$ cat config.mk
export PLATFORM = sky130hd
export DESIGN_NAME = lut4_cfg_ctrl
export DESIGN_NICKNAME = d
export VERILOG_FILES = /design/src/rtl/lut4_cfg_ctrl.sv
export SDC_FILE = /design/constraint.sdc
export NUM_CORES = 1
export LEC_CHECK = 0
export BUFFER_PORTS_ARGS = -buffer_cell sky130_fd_sc_hd__buf_2
export CAP_MARGIN = 20
export CORE_MARGIN = 3
export CORE_UTILIZATION = 30
export CTS_CLUSTER_DIAMETER = 100
export CTS_CLUSTER_SIZE = 10
export DETAILED_ROUTE_END_ITERATION = 7
export PLACE_DENSITY = 0.56
export REMOVE_ABC_BUFFERS = 1
export SETUP_SLACK_MARGIN = 0.5
export SYNTH_ARGS = -nofsm -noshare
export SYNTH_HDL_FRONTEND = slang
export SYNTH_SLANG_ARGS = --single-unit
$ cat constraint.sdc
create_clock -name clk -period 3.05 [get_ports clk]
set_input_delay 0 -clock clk [delete_from_list [all_inputs] [get_ports clk]]
set_output_delay 0 -clock clk [all_outputs]
set_load 0.01 [all_outputs]
$ cat src/rtl/lut4_cfg_ctrl.sv
// Byte-serial configuration controller for a bank of LUT4 cells: write, read back, clear.
// Latency: WRITE strobes cfg_we one cycle after its high byte; READ offers its low byte two cycles after the header.
// Backpressure: in_ready is high only in IDLE/WR_LO/WR_HI; readback bytes are held until out_ready.
module lut4_cfg_ctrl #(
  parameter int NUM_LUTS = 8,
  localparam int AW = (NUM_LUTS > 1) ? $clog2(NUM_LUTS) : 1
) (
  input  logic          clk,
  input  logic          rst,
  input  logic          in_valid,
  input  logic [7:0]    in_data,
  output logic          in_ready,
  output logic          cfg_we,
  output logic [AW-1:0] cfg_addr,
  output logic [15:0]   cfg_data,
  input  logic [15:0]   cfg_rdata,
  output logic          out_valid,
  output logic [7:0]    out_data,
  input  logic          out_ready,
  output logic          busy,
  output logic          err
);

  typedef enum logic [2:0] {
    S_IDLE   = 3'd0,
    S_WR_LO  = 3'd1,
    S_WR_HI  = 3'd2,
    S_COMMIT = 3'd3,
    S_RD_CAP = 3'd4,
    S_RD_LO  = 3'd5,
    S_RD_HI  = 3'd6,
    S_CLEAR  = 3'd7
  } state_t;

  localparam logic [1:0] OP_WRITE = 2'b01;
  localparam logic [1:0] OP_READ  = 2'b10;
  localparam logic [1:0] OP_CLEAR = 2'b11;

  state_t          state_q, state_d;
  logic [AW-1:0]   idx_q;
  logic            idx_bad_q;
  logic [7:0]      wlo_q, whi_q;
  logic [15:0]     cap_q;
  logic [AW-1:0]   clr_cnt_q;
  logic            err_q;

  logic            accept;
  logic [1:0]      hdr_op;
  logic [5:0]      hdr_idx;
  logic            hdr_bad;
  logic            clr_last;

  assign accept   = in_valid & in_ready;
  assign hdr_op   = in_data[7:6];
  assign hdr_idx  = in_data[5:0];
  // Index is 6 bits wide, so anything at or above the bank size is out of range.
  assign hdr_bad  = ({1'b0, hdr_idx} >= 7'(NUM_LUTS));
  assign clr_last = (clr_cnt_q == AW'(NUM_LUTS - 1));

  // State register; reset drops any command in flight.
  always_ff @(posedge clk or posedge rst) begin
    if (rst) state_q <= S_IDLE;
    else     state_q <= state_d;
  end

  // Next-state decode from the header byte and the handshakes.
  always_comb begin
    state_d = state_q;
    case (state_q)
      S_IDLE: begin
        if (accept) begin
          case (hdr_op)
            OP_WRITE: state_d = S_WR_LO;
            OP_READ:  state_d = hdr_bad ? S_IDLE : S_RD_CAP;
            OP_CLEAR: state_d = S_CLEAR;
            default:  state_d = S_IDLE;
          endcase
        end
      end
      S_WR_LO:  if (accept) state_d = S_WR_HI;
      S_WR_HI:  if (accept) state_d = S_COMMIT;
      S_COMMIT: state_d = S_IDLE;
      S_RD_CAP: state_d = S_RD_LO;
      S_RD_LO:  if (out_ready) state_d = S_RD_HI;
      S_RD_HI:  if (out_ready) state_d = S_IDLE;
      S_CLEAR:  if (clr_last) state_d = S_IDLE;
      default:  state_d = S_IDLE;
    endcase
  end

  // Datapath: header fields, write bytes, readback capture, clear counter, sticky error.
  always_ff @(posedge clk or posedge rst) begin
    if (rst) begin
      idx_q     <= '0;
      idx_bad_q <= 1'b0;
      wlo_q     <= '0;
      whi_q     <= '0;
      cap_q     <= '0;
      clr_cnt_q <= '0;
      err_q     <= 1'b0;
    end else begin
      if (state_q == S_IDLE && accept) begin
        idx_q     <= hdr_idx[AW-1:0];
        idx_bad_q <= hdr_bad;
        clr_cnt_q <= '0;
        if ((hdr_op == OP_WRITE || hdr_op == OP_READ) && hdr_bad) err_q <= 1'b1;
      end
      if (state_q == S_WR_LO && accept) wlo_q <= in_data;
      if (state_q == S_WR_HI && accept) whi_q <= in_data;
      if (state_q == S_RD_CAP) cap_q <= cfg_rdata;
      if (state_q == S_CLEAR) clr_cnt_q <= clr_cnt_q + 1'b1;
    end
  end

  // Outputs are a pure function of state so reset forces them all low at once.
  always_comb begin
    in_ready  = 1'b0;
    cfg_we    = 1'b0;
    cfg_addr  = '0;
    cfg_data  = '0;
    out_valid = 1'b0;
    out_data  = '0;
    case (state_q)
      S_IDLE, S_WR_LO, S_WR_HI: in_ready = ~rst;
      S_COMMIT: begin
        // Out-of-range writes still walk the framing but never touch the bank.
        if (!idx_bad_q) begin
          cfg_we   = 1'b1;
          cfg_addr = idx_q;
          cfg_data = {whi_q, wlo_q};
        end
      end
      S_RD_CAP: cfg_addr = idx_q;
      S_RD_LO: begin
        out_valid = 1'b1;
        out_data  = cap_q[7:0];
      end
      S_RD_HI: begin
        out_valid = 1'b1;
        out_data  = cap_q[15:8];
      end
      S_CLEAR: begin
        cfg_we   = 1'b1;
        cfg_addr = clr_cnt_q;
      end
      default: ;
    endcase
  end

  assign busy = (state_q != S_IDLE);
  assign err  = err_q;

endmodule

==> results by group, run 1 <==
Worst setup path
  – CP required: just over 3 ns
  – CP Launch Type: register
  – Worst-path maximum fanout: 17
  – Worst EP arrival: between 2 and 2.5 ns
  – Crit end category: output pin
  – Crit path kind: reg -> out

STA
  – Max Slew Vio Count: 0
  – Hold Violations, Final: 0
  – Max transition margin: 0.4204
  – Clk_skew: between 0.008 and 0.009 ns
  – Final Cycle Share: 0.7234
  – Setup-failing EPs final: 0
  – Fin crit period: ~2.2 ns
  – Setup TNS: 0 ns
  – Unrepaired setup endpoints after global routing: no
  – Min Hold Slack: about 0.018 ns
  – Fmax: roughly 450 MHz
  – Worst-Margin Slew: 0.8685 ns

CTS
  – Later-pin clock latency in the skew report: roughly 0.3 ns
  – Post-CTS sizing: 0
  – Root Driver: clkbuf_8
  – Worst-path clk slew: around 0.080 ns
  – Clk buf depth: 2
  – Num CTS Buffers: 5
  – CTS tree: done
  – TritonCTS Sinks: between 40 and 50
  – CTS HTree Levels: 2

Layout
  – Area occupied by multi-input gates: approximately 1000 um^2
  – # fillers: 674
  – Ant diodes: 0
  – Layout cells sized above 1: 0.4073
  – Final Net Count: slightly above 300
  – Register area: ~1100 um^2
  – Area Overhead vs Synth: 34.76%

Global routing
  – Initial antenna violation count: 0
  – Total track usage: 0.1257
  – Global-route wire length before repair: roughly 8500 um
  – Largest net degree at the start of global routing: 26
  – Total grt overflow: 0
  – Number of global-route vias before repair: ~1.7k

Power and ir drop
  – Net switching power: about 780 uW
  – Int Pwr: roughly 1600 uW
  – Clock network power share: 0.218
  – Leakage power: between 0.001 and 0.0015 uW
  – Sequential Power Share: 0.424
  – Comb pwr share: 0.358
  – Max VDD drop: 0.0002422 V
  – Switching part of the total: 0.3219
  – Power Density: slightly above 800 nW/um^2

Floorplan
  – Total core area: 6944 um^2
  – IO Count: 60
  – Die H: 91.41 um
  – Die area: about 8400 um^2
  – Site row count: 30
  – Die width: between 90 and 100 um
  – Initial core utilization: 0.3151

Placed design
  – Port bufs: 59
  – HPWL Detailed: roughly 3600 um
  – GPL Wtd Cong: about 0.80

Synthesis
  – Mapped Area: between 2000 and 2500 um^2
  – Post-synth EDFFs: 0
  – Post-synthesis cell type count: 34
  – Flop and latch count out of synthesis: between 40 and 50
  – Syn_area_per_cell: 11.52 um^2
  – Async set-reset flop share out of synthesis: 1.000
  – Biggest area consumer among synthesized cells: dfrtp_1
  – Post-synth top area share: 0.4917
  – Sequential share of the synthesized area: 0.4917
  – Ranking of synthesized cells by area: dfrtp_1 (49%), mux2_2 (17%), and2_1 (4.9%), ha_1 (3.4%), a22oi_1 (3.1%)
  – Cell count after synthesis: between 150 and 200
  – Post-synth top flop: dfrtp_1
  – Synth Warn #: 0

Routing
  – Post-route DRC: 0
  – Detailed Route WL: 5136 um
  – DR iter-0 viols: 101
  – WL/cell: around 14 um
  – Drt via density: approximately 4.6
  – 1st-pass router iterations: 4
  – Detail Route Antenna Nets: 0
  – Via count: about 1.7k

Flow run
  – Max cap viols: 0

Worst hold path
  – Worst Hold Class: in -> reg

Outcome
  – Status: completed
-- synth_stat cells (2+ instances only) --
cell type	n
nand2_1	12
o211ai_1	2
buf_4	3
ha_1	6
nor3_1	2
nand3_1	2
o21ai_0	7
mux2i_1	2
a22o_1	2
buf_2	4
a22oi_1	9
nand2_2	2
and2_1	17
a21oi_1	5
inv_1	8
nor2_1	10
mux2_2	34
dfrtp_1	43
nor3b_4	2
nor2b_1	3
and3_1	2
-- critical path, stage by stage, from the launching register on --
cell      delay (ns)
dfrtp_1         0.62
nor4bb_4        0.78
or2_2           0.25
a22o_1          0.13
buf_2           0.12
-- stage by stage --
| step | worst slack (ns) | total power, uW | instance area, um^2 | instances | util |
|---|---|---|---|---|---|
| 3_5_place_dp | 1.135 | 1897 | 2582 | 340 | 0.3719 |
| 2_1_floorplan | 1.247 | 1617 | 2137 | 181 | - |
| 5_1_grt | 0.6418 | 2596 | 2949 | 371 | 0.4247 |
| 4_1_cts | 0.8141 | 2453 | 2949 | 371 | 0.4247 |
| 3_3_place_gp | 1.140 | 1878 | 2582 | 340 | 0.3719 |
| 6_report | 0.8438 | 2422 | 2949 | 371 | 0.4247 |
-- worst paths after layout --
| kind | startpoint | end | slack, ns | depth (start not counted) |
|---|---|---|---|---|
| max | state_q[0]$_DFFE_PP0P_ | cfg_addr[1] | 0.84 | 4 |
| min | in_data[7] | whi_q[7]$_DFFE_PP0P_ | 0.02 | 2 |
| max reg2reg | state_q[0]$_DFFE_PP0P_ | cap_q[12]$_DFFE_PP0P_ | 1.18 | 2 |
| min reg2reg | err$_DFFE_PP0P_ | err$_DFFE_PP0P_ | 0.48 | 2 |
| max in group asynchronous | rst | clr_cnt_q[0]$_DFFE_PP0P_ | 2.00 | 4 |
| min in group asynchronous | rst | cap_q[15]$_DFFE_PP0P_ | 0.33 | 3 |
-- metal layers --
layer / vias to the layer above / GRT usage / share of wire
li1: 824 / - / -
met1: 837 / 0.1657 / 0.45
met2: 32 / 0.2094 / 0.51
met3: 5 / 0.01988 / 0.027
met4: 0 / 0.04146 / 0.014
met5: - / 0 / 0
-- cell families after synthesis --
| kind of cell | Yosys count | synth area share |
|---|---|---|
| multiplexers | 37 | 0.1893 |
| buffers and inverters | 17 | 0.03716 |
| AND/OR/NAND/NOR | 57 | 0.1572 |
| adder cells (fa/ha/maj) | 6 | 0.03430 |
| AO/OA/AOI/OAI | 30 | 0.09034 |
| flip-flops | 43 | 0.4917 |
-- power by group through the flow --
stage / Clock (uW) / Sequential (uW) / Combinational (uW)
6_report: 528 / 1030 / 867
5_1_grt: 563 / 1070 / 963
4_1_cts: 543 / 1030 / 883
3_5_place_dp: 0 / 1040 / 858
3_3_place_gp: 0 / 1030 / 847
2_1_floorplan: 0 / 1010 / 605
-- registers in the layout, summed over array words and instances (netlist names) --
| signal | flops |
|---|---|
| err | 1 |
| idx_q | 3 |
| state_q | 3 |
| idx_bad_q | 1 |
| clr_cnt_q | 3 |
| whi_q | 8 |
| wlo_q | 8 |
| cap_q | 16 |
-- layout make-up --
cell class | count | area share
Clock buffer | 5 | 0.02333
Inverter | 8 | 0.01018
Tap cell | 96 | 0.04073
Multi-Input combinational cell | 130 | 0.3496
Sequential cell | 43 | 0.3649
Clock inverter | 3 | 0.02291
Timing Repair Buffer | 86 | 0.1884
-- repair_timing --
action                    CTS  global route
hold endpoints to repair   49             0
hold buffers               23             0
setup buffers               0             0
-- layout by cell type, fill, tap and decap left out, types with 6 or more instances in the layout --
cell           netlist  routed
mux2_2              34      34
buf_2                4      59
dfrtp_1             43      43
o21ai_0              7       7
nand2_1             12      12
dlygate4sd3_1        0      23
nor2_1              10      10
a22oi_1              9       9
ha_1                 6       6
inv_1                8       7
and2_1              17      17
Power figures use the tool's default switching activity.
==> run 2: changes to the inputs <==
--- a/config.mk
+++ b/config.mk
@@ -5,6 +5,7 @@
 export SDC_FILE = /design/constraint.sdc
 export NUM_CORES = 1
 export LEC_CHECK = 0
+export ABC_AREA = 1
 export BUFFER_PORTS_ARGS = -buffer_cell sky130_fd_sc_hd__buf_2
 export CAP_MARGIN = 20
 export CORE_MARGIN = 3
@@ -12,7 +13,7 @@
 export CTS_CLUSTER_DIAMETER = 100
 export CTS_CLUSTER_SIZE = 10
 export DETAILED_ROUTE_END_ITERATION = 7
-export PLACE_DENSITY = 0.56
+export PLACE_DENSITY = 0.58
 export REMOVE_ABC_BUFFERS = 1
 export SETUP_SLACK_MARGIN = 0.5
 export SYNTH_ARGS = -nofsm -noshare
==> constraint.sdc (replaced) <==
create_clock -name clk -period 1.8 [get_ports clk]
set_input_delay 0 -clock clk [delete_from_list [all_inputs] [get_ports clk]]
set_output_delay 0 -clock clk [all_outputs]
set_load 0.01 [all_outputs]
==> results by group, run 2 <==
Outcome
  – Status: completed

Floorplan
  – IO Count: 60 (unchanged)
  – Die H: 90.30 um (-1.2%)
  – Initial core utilization: 0.3121 (-0.003047)
  – Site row count: 30 (unchanged)
  – Die width: 90.30 um (-1.2%)
  – Die area: 8154 um^2 (-2.4%)
  – Total core area: 6832 um^2 (-1.6%)

CTS
  – CTS tree: done
  – TritonCTS Sinks: 43 (unchanged)
  – CTS HTree Levels: 2 (unchanged)
  – Num CTS Buffers: 5 (unchanged)
  – Worst-path clk slew: 0.09 ns (about the same)
  – Clk buf depth: 2 (unchanged)
  – Root Driver: clkbuf_8
  – Later-pin clock latency in the skew report: 0.30 ns (about the same)

STA
  – Final Cycle Share: 0.8272
  – Fin crit period: around 1.5 ns
  – Worst-Margin Slew: 0.5549 ns (-0.3136 ns)
  – Max Slew Vio Count: 0 (unchanged)
  – Final worst slack: 0.3110 ns (-0.5328 ns)
  – Hold Violations, Final: 0 (unchanged)
  – Clk_skew: 0.008651 ns (+0.0004238 ns)
  – Fmax: roughly 670 MHz
  – Setup TNS: 0 ns (unchanged)
  – Min Hold Slack: 0.01695 ns (-0.001132 ns)
  – Setup-failing EPs final: 0 (unchanged)
  – Max transition margin: 0.6301 (+0.2097)
  – Unrepaired setup endpoints after global routing: yes

Synthesis
  – Post-synthesis cell type count: 20 (-41%)
  – Biggest area consumer among synthesized cells: dfrtp_1
  – Synth cell count leaders: nand2_1 (82), inv_1 (53), dfrtp_1 (43), o21ai_0 (39), nor2_1 (27)
  – Sequential share of the synthesized area: 0.5047 (+0.01299)
  – Most frequent cell after synthesis: nand2_1
  – Flop and latch count out of synthesis: 43 (unchanged)
  – Post-synth EDFFs: 0 (unchanged)
  – Syn_area_per_cell: 7.587 um^2 (-34%)
  – Ranking of synthesized cells by area: dfrtp_1 (50%), nand2_1 (14%), inv_1 (9.3%), o21ai_0 (9.2%), nor2_1 (4.8%)
  – Cell count after synthesis: 281 (+48%)
  – Post-synth top flop: dfrtp_1
  – Async set-reset flop share out of synthesis: 1.000 (unchanged)
  – Mapped Area: 2132 um^2 (-2.6%)
  – Synth Warn #: 0 (unchanged)
  – Post-synth top area share: 0.5047 (+0.01299)

Routing
  – Detail Route Antenna Nets: 0 (unchanged)
  – 1st-pass router iterations: 4 (unchanged)
  – Detailed Route WL: 6120 um (+19%)
  – Via count: 2,086 (+23%)
  – Post-route DRC: 0 (unchanged)
  – DR iter-0 viols: 57 (-44%)
  – Drt via density: 4.319 (-5.6%)
  – WL/cell: 12.67 um (-8.5%)

Layout
  – Fin util: 0.4940 (+0.06927)
  – Commonest non-fill, non-tap cell in the layout: nand2_1
  – Most frequent cells in the layout: nand2_1 (71), buf_2 (51), inv_1 (46)
  – Max FFs per register: 16 (unchanged)
  – Ant diodes: 0 (unchanged)
  – Largest Register: cap_q
  – Layout cells sized above 1: 0.3798 (-0.02743)
  – Final Net Count: 420 (+36%)
  – Biggest regs: cap_q x16, whi_q x8, wlo_q x8
  – Area Overhead vs Synth: 58.27%

Worst setup path
  – Crit end category: output pin
  – Slowest CP cell: dfrtp_2
  – Reg2Reg Depth: 6 (+4)
  – Worst EP arrival: 1.49 ns (-0.72 ns)
  – R2r setup slk: 0.39 ns (-0.79 ns)
  – R2r endpoint: whi_q[5]$_DFFE_PP0P_
  – Crit path kind: reg -> out
  – Critical Path Sink: cfg_data[11]
  – Crit. Startpoint: state_q[0]$_DFFE_PP0P_
  – Critical Path, Cell by Cell: nand2_4, nor3_4, buf_6, clkinv_8, nor2_1, buf_2
  – CP required: 1.80 ns (-1.25 ns)
  – CP Launch Type: register
  – CP max stage delay: 0.46 ns (-0.32 ns)
  – Reg-to-Reg Start: state_q[2]$_DFFE_PP0P_
  – Worst-path maximum fanout: 8 (-9)

Placed design
  – Pre-CTS setup slack: 0.2766 ns (-0.8581 ns)
  – Port bufs: 59 (unchanged)
  – HPWL Detailed: 3579 um (-0.99%)
  – GPL Wtd Cong: 0.7982 (-0.83%)

Power and ir drop
  – Max VDD drop: 0.0007974 V (+230%)
  – Pwr Total: 4483 uW (+85%)
  – Power Density: 1328 nW/um^2 (+62%)
  – Leakage power: 0.001721 uW (+23%)

Global routing
  – Number of global-route vias before repair: 1,996 (+15%)
  – Initial antenna violation count: 0 (unchanged)
  – Global-route wire length before repair: 9204 um (+8.4%)
  – Total track usage: 0.1380 (+0.01236)
  – Largest net degree at the start of global routing: 44 (+69%)
  – Total grt overflow: 0 (unchanged)

Worst hold path
  – Worst Hold Class: in -> reg
  – WHS Path Cells: 3 (+1)

Flow run
  – Max cap viols: 0 (unchanged)
[run 2: changes by cell type in the layout (fill, tap and decap cells not counted), sizes merged, moves of 4 or more]
| cell | delta |
|---|---|
| a21oi | -4 |
| a22oi | -9 |
| and2 | -17 |
| buf | +16 |
| inv | +48 |
| mux2 | -35 |
| nand2 | +69 |
| nand3 | +10 |
| nor2 | +17 |
| o21ai | +32 |
[run 2: where the power goes]
group	internal (uW)	total, uW	switching, uW
clock network	272	613	342
registers	1430	1720	285
logic	907	2150	1250
total	2610	4480	1870
[run 2: stage by stage]
stage | std cells | area [um^2]
finish | 483 | 3374
global route | 483 | 3374
CTS | 471 | 2965
detailed placement | 434 | 2541
global placement | 434 | 2541
floorplan | 273 | 2081
[run 2: critical path, delay by kind of cell (launching register included)]
kind | cells | cell delay (ns)
and+or+nand+nor | 3 | 0.33
DFF | 1 | 0.46
buffers and inverters | 3 | 0.40
[run 2: how the worst min path moves through the flow]
stage	start	to	slack, ns
after floorplan	rst	in_ready	0.05
after global placement	cfg_rdata[5]	cap_q[5]$_DFFE_PP0P_	0.20
after detailed placement	cfg_rdata[7]	cap_q[7]$_DFFE_PP0P_	0.21
after CTS	in_data[3]	whi_q[3]$_DFFE_PP0P_	0.02
after global routing	in_data[3]	whi_q[3]$_DFFE_PP0P_	0.05
final	in_data[3]	wlo_q[3]$_DFFE_PP0P_	0.02
[run 2: layer usage]
layer  track usage  routed length, um  part of all wire  vias to the layer above
met1        0.1726               2691              0.44                      953
met5             0                  0                 0                        -
met3       0.03500                301             0.049                        9
li1              -                  -                 -                     1068
met4       0.04847                 86             0.014                        0
met2        0.2315               3040              0.50                       56
[run 2: repair_timing]
action	CTS	global route
pin swaps	5	19
cloned	1	4
hold endpoints to repair	69	0
endpoints found under the setup margin	73	74
resized for setup	31	93
hold buffers	22	0
buffers inserted	6	8
[run 2: layout make-up]
cell class / instances / area (um^2)
clock buffer: 6 / 72.57
clock inverter: 2 / 12.51
fill: 667 / 3457
inverter: 54 / 222.7
multi-input combinational: 178 / 1064
sequential: 43 / 1080
tap: 96 / 120.1
timing repair buffer: 102 / 775.7
timing repair inverter: 2 / 27.53
[run 2: logic make-up (layout without fill, tap and decap cells)]
family                   after synthesis  after routing  share of synthesized area
flip-flops                            43             43                     0.5047
adder cells (fa/ha/maj)                6              6                    0.03521
AO/OA/AOI/OAI                         44             44                     0.1062
buffers and inverters                 62            166                     0.1191
AND/OR/NAND/NOR                      126            128                     0.2348
